===== config.mk =====
export PLATFORM = sky130hd
export DESIGN_NAME = sound_player_flat
export DESIGN_NICKNAME = d
export VERILOG_FILES = /design/src/rtl/sound_player_if.sv /design/src/rtl/sound_player.sv /design/src/flat_wrapper.sv
export SDC_FILE = /design/constraint.sdc
export NUM_CORES = 1
export LEC_CHECK = 0
export CORE_ASPECT_RATIO = 2
export CORE_MARGIN = 3
export CORE_UTILIZATION = 57
export DETAILED_ROUTE_END_ITERATION = 8
export PLACE_DENSITY = 0.83
export SLEW_MARGIN = 25
export SYNTH_ARGS = -nofsm -noshare
export SYNTH_HDL_FRONTEND = slang
export SYNTH_SLANG_ARGS = --single-unit

===== constraint.sdc =====
create_clock -name clk -period 5.9 [get_ports clk]
set_input_delay 0.885 -clock clk [delete_from_list [all_inputs] [get_ports clk]]
set_output_delay 0.885 -clock clk [all_outputs]
set_load 0.05 [all_outputs]

===== src/rtl/sound_player_if.sv =====
// Control and audio-status bundle between the game-state controller and sound_player.
interface sound_player_if;
  logic [2:0] sound_select;
  logic       mute;
  logic       speaker;
  logic       busy;
  logic [1:0] note_idx;

  modport master (
    output sound_select,
    output mute,
    input  speaker,
    input  busy,
    input  note_idx
  );

  modport slave (
    input  sound_select,
    input  mute,
    output speaker,
    output busy,
    output note_idx
  );
endinterface


===== src/rtl/sound_player.sv =====
// Square-wave note-sequence player: a change of sound_select to codes 1..4 starts
// (or preempts with) that code's note table, played as notes separated by silent gaps.
module sound_player #(
  parameter int TONE_UNIT = 1000,
  parameter int NOTE_LEN  = 2_500_000,
  parameter int GAP_LEN   = 250_000
) (
  input  logic           clk,
  input  logic           reset,
  sound_player_if.slave  bus
);

  localparam int HP_W    = $clog2(48 * TONE_UNIT);
  localparam int DUR_MAX = (NOTE_LEN > GAP_LEN) ? NOTE_LEN : GAP_LEN;
  localparam int DUR_W   = ($clog2(DUR_MAX) < 1) ? 1 : $clog2(DUR_MAX);
  localparam logic [31:0] NOTE_TERM = 32'(NOTE_LEN - 1);
  localparam logic [31:0] GAP_TERM  = 32'(GAP_LEN - 1);

  typedef enum logic [1:0] {
    IDLE = 2'd0,
    PLAY = 2'd1,
    GAP  = 2'd2
  } state_t;

  function automatic logic [5:0] tone_entry(input logic [2:0] code, input logic [1:0] idx);
    logic [5:0] n;
    n = 6'd0;
    case (code)
      3'd1: begin
        case (idx)
          2'd0:    n = 6'd24;
          default: n = 6'd0;
        endcase
      end
      3'd2: begin
        case (idx)
          2'd0:    n = 6'd32;
          2'd1:    n = 6'd27;
          2'd2:    n = 6'd24;
          default: n = 6'd0;
        endcase
      end
      3'd3: begin
        case (idx)
          2'd0:    n = 6'd36;
          2'd1:    n = 6'd40;
          2'd2:    n = 6'd48;
          default: n = 6'd0;
        endcase
      end
      3'd4: begin
        case (idx)
          2'd0:    n = 6'd32;
          2'd1:    n = 6'd27;
          2'd2:    n = 6'd24;
          default: n = 6'd16;
        endcase
      end
      default: n = 6'd0;
    endcase
    return n;
  endfunction

  function automatic logic [1:0] last_idx(input logic [2:0] code);
    logic [1:0] l;
    case (code)
      3'd2:    l = 2'd2;
      3'd3:    l = 2'd2;
      3'd4:    l = 2'd3;
      default: l = 2'd0;
    endcase
    return l;
  endfunction

  function automatic logic valid_code(input logic [2:0] code);
    return (code >= 3'd1) && (code <= 3'd4);
  endfunction

  state_t            state_r;
  state_t            state_n;
  logic [2:0]        prev_sel_r;
  logic [2:0]        seq_code_r;
  logic [1:0]        note_idx_r;
  logic [DUR_W-1:0]  dur_cnt_r;
  logic [HP_W-1:0]   hp_cnt_r;
  logic              tone_r;

  logic              trig_s;
  logic [5:0]        note_n_s;
  logic [31:0]       hp_lim_s;
  logic              hp_term_s;
  logic              dur_term_s;
  logic              gap_term_s;
  logic              last_s;
  logic              start_s;
  logic              next_s;

  assign trig_s     = (bus.sound_select != prev_sel_r) && valid_code(bus.sound_select);
  assign note_n_s   = tone_entry(seq_code_r, note_idx_r);
  assign hp_lim_s   = 32'(TONE_UNIT) * {26'd0, note_n_s};
  assign hp_term_s  = (32'(hp_cnt_r) == (hp_lim_s - 32'd1));
  assign dur_term_s = (32'(dur_cnt_r) == NOTE_TERM);
  assign gap_term_s = (32'(dur_cnt_r) == GAP_TERM);
  assign last_s     = (note_idx_r == last_idx(seq_code_r));

  assign bus.speaker  = tone_r & ~bus.mute;
  assign bus.busy     = (state_r != IDLE);
  assign bus.note_idx = note_idx_r;

  // State register.
  always_ff @(posedge clk or posedge reset) begin
    if (reset) begin
      state_r <= IDLE;
    end else begin
      state_r <= state_n;
    end
  end

  // Next-state logic; a trigger outranks any terminal count in the same cycle.
  always_comb begin
    state_n = state_r;
    start_s = 1'b0;
    next_s  = 1'b0;
    case (state_r)
      IDLE: begin
        if (trig_s) begin
          state_n = PLAY;
          start_s = 1'b1;
        end else begin
          state_n = IDLE;
        end
      end
      PLAY: begin
        if (trig_s) begin
          state_n = PLAY;
          start_s = 1'b1;
        end else if (dur_term_s) begin
          if (last_s) begin
            state_n = IDLE;
          end else begin
            state_n = GAP;
          end
        end else begin
          state_n = PLAY;
        end
      end
      GAP: begin
        if (trig_s) begin
          state_n = PLAY;
          start_s = 1'b1;
        end else if (gap_term_s) begin
          state_n = PLAY;
          next_s  = 1'b1;
        end else begin
          state_n = GAP;
        end
      end
      default: begin
        state_n = IDLE;
      end
    endcase
  end

  // Sequencing datapath: selected code, note index, duration and half-period counters, tone.
  always_ff @(posedge clk or posedge reset) begin
    if (reset) begin
      prev_sel_r <= 3'd0;
      seq_code_r <= 3'd0;
      note_idx_r <= 2'd0;
      dur_cnt_r  <= '0;
      hp_cnt_r   <= '0;
      tone_r     <= 1'b0;
    end else begin
      prev_sel_r <= bus.sound_select;
      if (start_s) begin
        seq_code_r <= bus.sound_select;
        note_idx_r <= 2'd0;
        dur_cnt_r  <= '0;
        hp_cnt_r   <= '0;
        tone_r     <= 1'b0;
      end else if (next_s) begin
        note_idx_r <= note_idx_r + 2'd1;
        dur_cnt_r  <= '0;
        hp_cnt_r   <= '0;
        tone_r     <= 1'b0;
      end else if (state_r == PLAY) begin
        if (dur_term_s) begin
          // Leaving the note: the gap (or idle) must start silent.
          dur_cnt_r <= '0;
          hp_cnt_r  <= '0;
          tone_r    <= 1'b0;
        end else if (note_n_s == 6'd0) begin
          dur_cnt_r <= dur_cnt_r + DUR_W'(1'b1);
          hp_cnt_r  <= '0;
          tone_r    <= 1'b0;
        end else if (hp_term_s) begin
          dur_cnt_r <= dur_cnt_r + DUR_W'(1'b1);
          hp_cnt_r  <= '0;
          tone_r    <= ~tone_r;
        end else begin
          dur_cnt_r <= dur_cnt_r + DUR_W'(1'b1);
          hp_cnt_r  <= hp_cnt_r + HP_W'(1'b1);
        end
      end else if (state_r == GAP) begin
        dur_cnt_r <= dur_cnt_r + DUR_W'(1'b1);
        hp_cnt_r  <= '0;
        tone_r    <= 1'b0;
      end else begin
        dur_cnt_r <= '0;
        hp_cnt_r  <= '0;
        tone_r    <= 1'b0;
      end
    end
  end

endmodule


===== src/flat_wrapper.sv =====
// flat-port wrapper written by rule: the top's interface ports become plain ports
module sound_player_flat 
#(
  parameter int TONE_UNIT = 1000,
  parameter int NOTE_LEN  = 2_500_000,
  parameter int GAP_LEN   = 250_000
)
  (clk, reset, bus_sound_select, bus_mute, bus_speaker, bus_busy, bus_note_idx);
  sound_player_if bus_i ();
  input  logic clk;
  input  logic reset;
  input wire logic [$bits(bus_i.sound_select)-1:0] bus_sound_select;
  input wire logic [$bits(bus_i.mute)-1:0] bus_mute;
  output wire logic [$bits(bus_i.speaker)-1:0] bus_speaker;
  output wire logic [$bits(bus_i.busy)-1:0] bus_busy;
  output wire logic [$bits(bus_i.note_idx)-1:0] bus_note_idx;
  assign bus_i.sound_select = bus_sound_select;
  assign bus_i.mute = bus_mute;
  assign bus_speaker = bus_i.speaker;
  assign bus_busy = bus_i.busy;
  assign bus_note_idx = bus_i.note_idx;
  sound_player #(.TONE_UNIT(TONE_UNIT), .NOTE_LEN(NOTE_LEN), .GAP_LEN(GAP_LEN)) u_core (.clk(clk), .reset(reset), .bus(bus_i));
endmodule

==> run summary <==
RUN STATUS
--------------------------------------------------------------------------------------
Status .................................................................. finished, final reports clean

FLOORPLANNING
--------------------------------------------------------------------------------------
Ports placed on the boundary ............................................           10
Core area ...............................................................  0.00662 mm2
Die Width ...............................................................      64.6 um
Die Y-Extent ............................................................       123 um
Standard-cell row count .................................................           42
Initial Utilization .....................................................        59.1%
DIE AREA ................................................................  0.00795 mm2

SETUP PATH
--------------------------------------------------------------------------------------
Crit path kind ..........................................................   reg -> reg
Maximum net fanout on the critical path .................................            9
Slowest stage cell on the critical path .................................         fa_1
Kind of launch point of the worst setup path ............................    flip-flop
Top Family by Delay on Critical Path ....................................  adder cells
Arr. time, crit path ....................................................      5.79 ns
Kind of capture point of the worst setup path ...........................    flip-flop
Crit-path cells ......................................................... inv_1, ha_1, nand2b_1, nand2_1, a21oi_1, o22ai_1, inv_1, fa_1, inv_1, fa_1, inv_1, fa_1, inv_1, ha_1, inv_1, o41ai_2, nand4bb_1, a32oi_2, and3_1, a211oi_2, or4_1, a21boi_1
Required time of the critical path ......................................      6.11 ns
Most numerous cell on the critical path .................................        inv_1
R2r startpoint .......................................................... u_core.bus.note_idx[1]$_DFFE_PP0P_
Biggest cell delay along the critical path ..............................      0.54 ns
CP startpoint ........................................................... u_core.bus.note_idx[1]$_DFFE_PP0P_
Worst Path Buf+Inv ......................................................            6

POWER
--------------------------------------------------------------------------------------
Cell-internal power .....................................................     0.732 mW
Switching power as a share of total power ...............................        39.5%
Sequential power share ..................................................        30.5%
Clk network pwr share ...................................................        23.1%
Power per cell area .....................................................   280 mW/mm2
Comb pwr share ..........................................................        46.4%
Switching component of the power ........................................     0.478 mW
Cell leakage power ......................................................      1.96 nW
Maximum VDD drop ........................................................     0.246 mV
Total Power Consumption .................................................      1.21 mW

PLACEMENT
--------------------------------------------------------------------------------------
Dpl hpwl ................................................................      6.44 mm
# placed instances ......................................................          515
Number of I/O port buffers ..............................................            9
Placer congestion estimate ..............................................        0.902
Worst setup timing slack at the placement stage .........................    0.0518 ns
Area after detailed placement ...........................................  0.00408 mm2

STA
--------------------------------------------------------------------------------------
Post-route minimum period ...............................................      5.58 ns
Hold Fails Final Rpt ....................................................            0
Number of pins with negative max-slew slack in the final report .........            0
Worst slew margin relative to its limit .................................        44.1%
Tcrit/Tclk final ........................................................        94.6%
Worst-case clock skew ...................................................   0.00582 ns
Max Freq ................................................................      179 MHz
Worst Slack Setup Final .................................................     0.318 ns
Final setup violation count .............................................            0
Slew @ Worst Pin ........................................................     0.837 ns

SYNTH
--------------------------------------------------------------------------------------
Synth warnings ..........................................................            0
Sequential fraction of the synthesis area ...............................        31.4%
Number of different library cells in the post-synthesis netlist .........           62
Synth async-reset ratio .................................................         100%
Most frequently used flop master after synthesis ........................      dfrtp_1
Number of instances in the synthesized netlist ..........................          424
Cell with the most instances after synthesis ............................       nor2_1
Number of synthesized register bits .....................................           49
EDFF count, synth .......................................................            0
Ranking of synthesized cells by area .................................... dfrtp_1 (31%), ha_1 (9.6%), xor2_1 (5.8%), fa_1 (5.6%), xnor2_1 (5.6%)
List of most frequent post-synthesis cells .............................. nor2_1 (56), dfrtp_1 (49), inv_1 (38)
Post-synthesis instance area ............................................  0.00391 mm2
Synth Net Count .........................................................          471
Biggest area consumer among synthesized cells ...........................      dfrtp_1
Avg Inst Size Synth .....................................................     9.22 um2
Area share of the largest cell type after synthesis .....................        31.4%

CELLS AND AREA
--------------------------------------------------------------------------------------
Share of layout cells above drive strength 1 ............................        10.6%
Final Non-Filler Cells ..................................................          524
Area delta synth->final .................................................        10.3%
Diode insertion count for antenna repair ................................            0
Cell area after layout ..................................................  0.00431 mm2
Final layout net count ..................................................          482
Post-route core utilization .............................................        65.1%
Filler cell count .......................................................          552

DETAILED ROUTING
--------------------------------------------------------------------------------------
Drt first-iter violations ...............................................          127
First drt pass iteration count ..........................................            4
ANT nets after route ....................................................            0
Final WL ................................................................      8.34 mm
Post-detailed-route wirelength per cell .................................      15.9 um
Remaining routing DRC violations ........................................            0
Via count ...............................................................         3041
Vias per cell ...........................................................         5.80

CLOCK TREE
--------------------------------------------------------------------------------------
CTS sink cnt ............................................................           49
CTS Buffer Depth ........................................................            2
CTS tree ................................................................         done
Clock latency on the worst-skew pair ....................................      0.29 ns
H-tree Lvls .............................................................            2
CTS Buf Count ...........................................................            5
Clock slew at the register clock pins of the worst setup and hold paths .      0.07 ns
CTS hold repair buffers .................................................            0
Clock tree root buffer cell .............................................    clkbuf_16

GLOBAL ROUTE
--------------------------------------------------------------------------------------
Number of antenna violations at the first check in global routing .......            0
Via count of the first global-routing pass ..............................         3244
First-pass GRT wire length ..............................................      14.1 mm
Global route overflow ...................................................            0
Total Routing Usage GR ..................................................        22.6%
Maximum number of pins on one net before global-route repair ............           50

RUN
--------------------------------------------------------------------------------------
MaxCap Viol Count .......................................................            0

HOLD PATH
--------------------------------------------------------------------------------------
Class of the tightest hold or removal check .............................   reg -> reg
Min-delay src ........................................................... u_core.hp_cnt_r[0]$_DFF_PP0_

power by group through the flow:
stage	Combinational, mW	Clock [mW]	Sequential (mW)
2_1_floorplan	0.427	0	0.367
3_3_place_gp	0.497	0	0.374
3_5_place_dp	0.516	0	0.375
4_1_cts	0.521	0.287	0.369
5_1_grt	0.619	0.298	0.371
6_report	0.562	0.279	0.369
flip-flops by register name, summed over array words and instances (netlist names):
name / flops
u_core.dur_cnt_r: 22
u_core.seq_code_r: 3
u_core.tone_r: 1
u_core.state_r: 2
u_core.bus.note_idx: 2
u_core.hp_cnt_r: 16
u_core.prev_sel_r: 3
cell families (layout without fill, tap and decap cells):
kind of cell | count (synthesis) | in the layout | share of synthesized area (%)
buf+inv | 45 | 57 | 4.77
mux | 13 | 13 | 3.52
flops | 49 | 49 | 31.4
simple gates | 170 | 170 | 22.0
fa+ha+maj | 41 | 41 | 15.2
compound gates | 52 | 52 | 10.3
xor+xnor | 54 | 54 | 12.8
layout by cell type (no fill, tap or decap), types with 3 or more instances in the layout:
cell type and n:
nor2_1 56, fa_1 11, nor3_1 8, a211oi_1 4
nor2b_1 3, and3_1 15, or4_1 3, ha_1 28
xor2_1 25, clkdlybuf4s50_1 9, mux2_2 6, o211ai_1 3
o21ai_0 4, or2_2 3, clkbuf_16 5, nand3_1 23
nor3b_1 6, clkinvlp_4 3, nand2_1 26, nor4_1 4
a21oi_1 11, a21o_1 5, xnor2_1 25, nand4_1 3
a22o_1 3, inv_1 37, mux2i_1 7, dfrtp_1 47
worst paths after layout:
path,cells after the start,end,slack (ns)
max reg2reg,22,u_core.tone_r$_DFFE_PP0P_,0.32
min,1,u_core.hp_cnt_r[0]$_DFF_PP0_,0.46
min reg2reg,1,u_core.hp_cnt_r[0]$_DFF_PP0_,0.46
min in group asynchronous,2,u_core.dur_cnt_r[16]$_DFF_PP0_,1.06
max,22,u_core.tone_r$_DFFE_PP0P_,0.32
max in group asynchronous,2,u_core.bus.note_idx[1]$_DFFE_PP0P_,4.31
cell type report:
class	instances	area, um2	share of cell area (%)
clock buffers	5	125	2.90
clock inverters	3	22.5	0.522
inverters	38	144	3.34
multi-input cells	330	2560	59.5
flip-flops and latches	49	1230	28.5
well taps	88	110	2.55
repair buffers	11	118	2.73
what timing repair did:
item,4_1_cts,5_1_grt
resized for setup,0,12
buffers inserted,0,1
endpoints found under the setup margin,0,17
metal layers:
layer / share of wire (%) / global-route usage [%] / up-vias
met1: 35 / 21.5 / 1505
met5: 0 / 0 / -
met4: 5.2 / 14.2 / 0
met2: 58 / 44.5 / 41
li1: - / - / 1468
met3: 1.5 / 2.27 / 27
per-stage QoR:
step                      setup TNS, ns  hold slack, ns
after CTS                             0           0.470
after floorplan                       0           0.422
final                                 0           0.459
after global placement                0           0.451
after detailed placement              0           0.461
after global routing           -0.00963           0.485
Power figures use the tool's default switching activity.
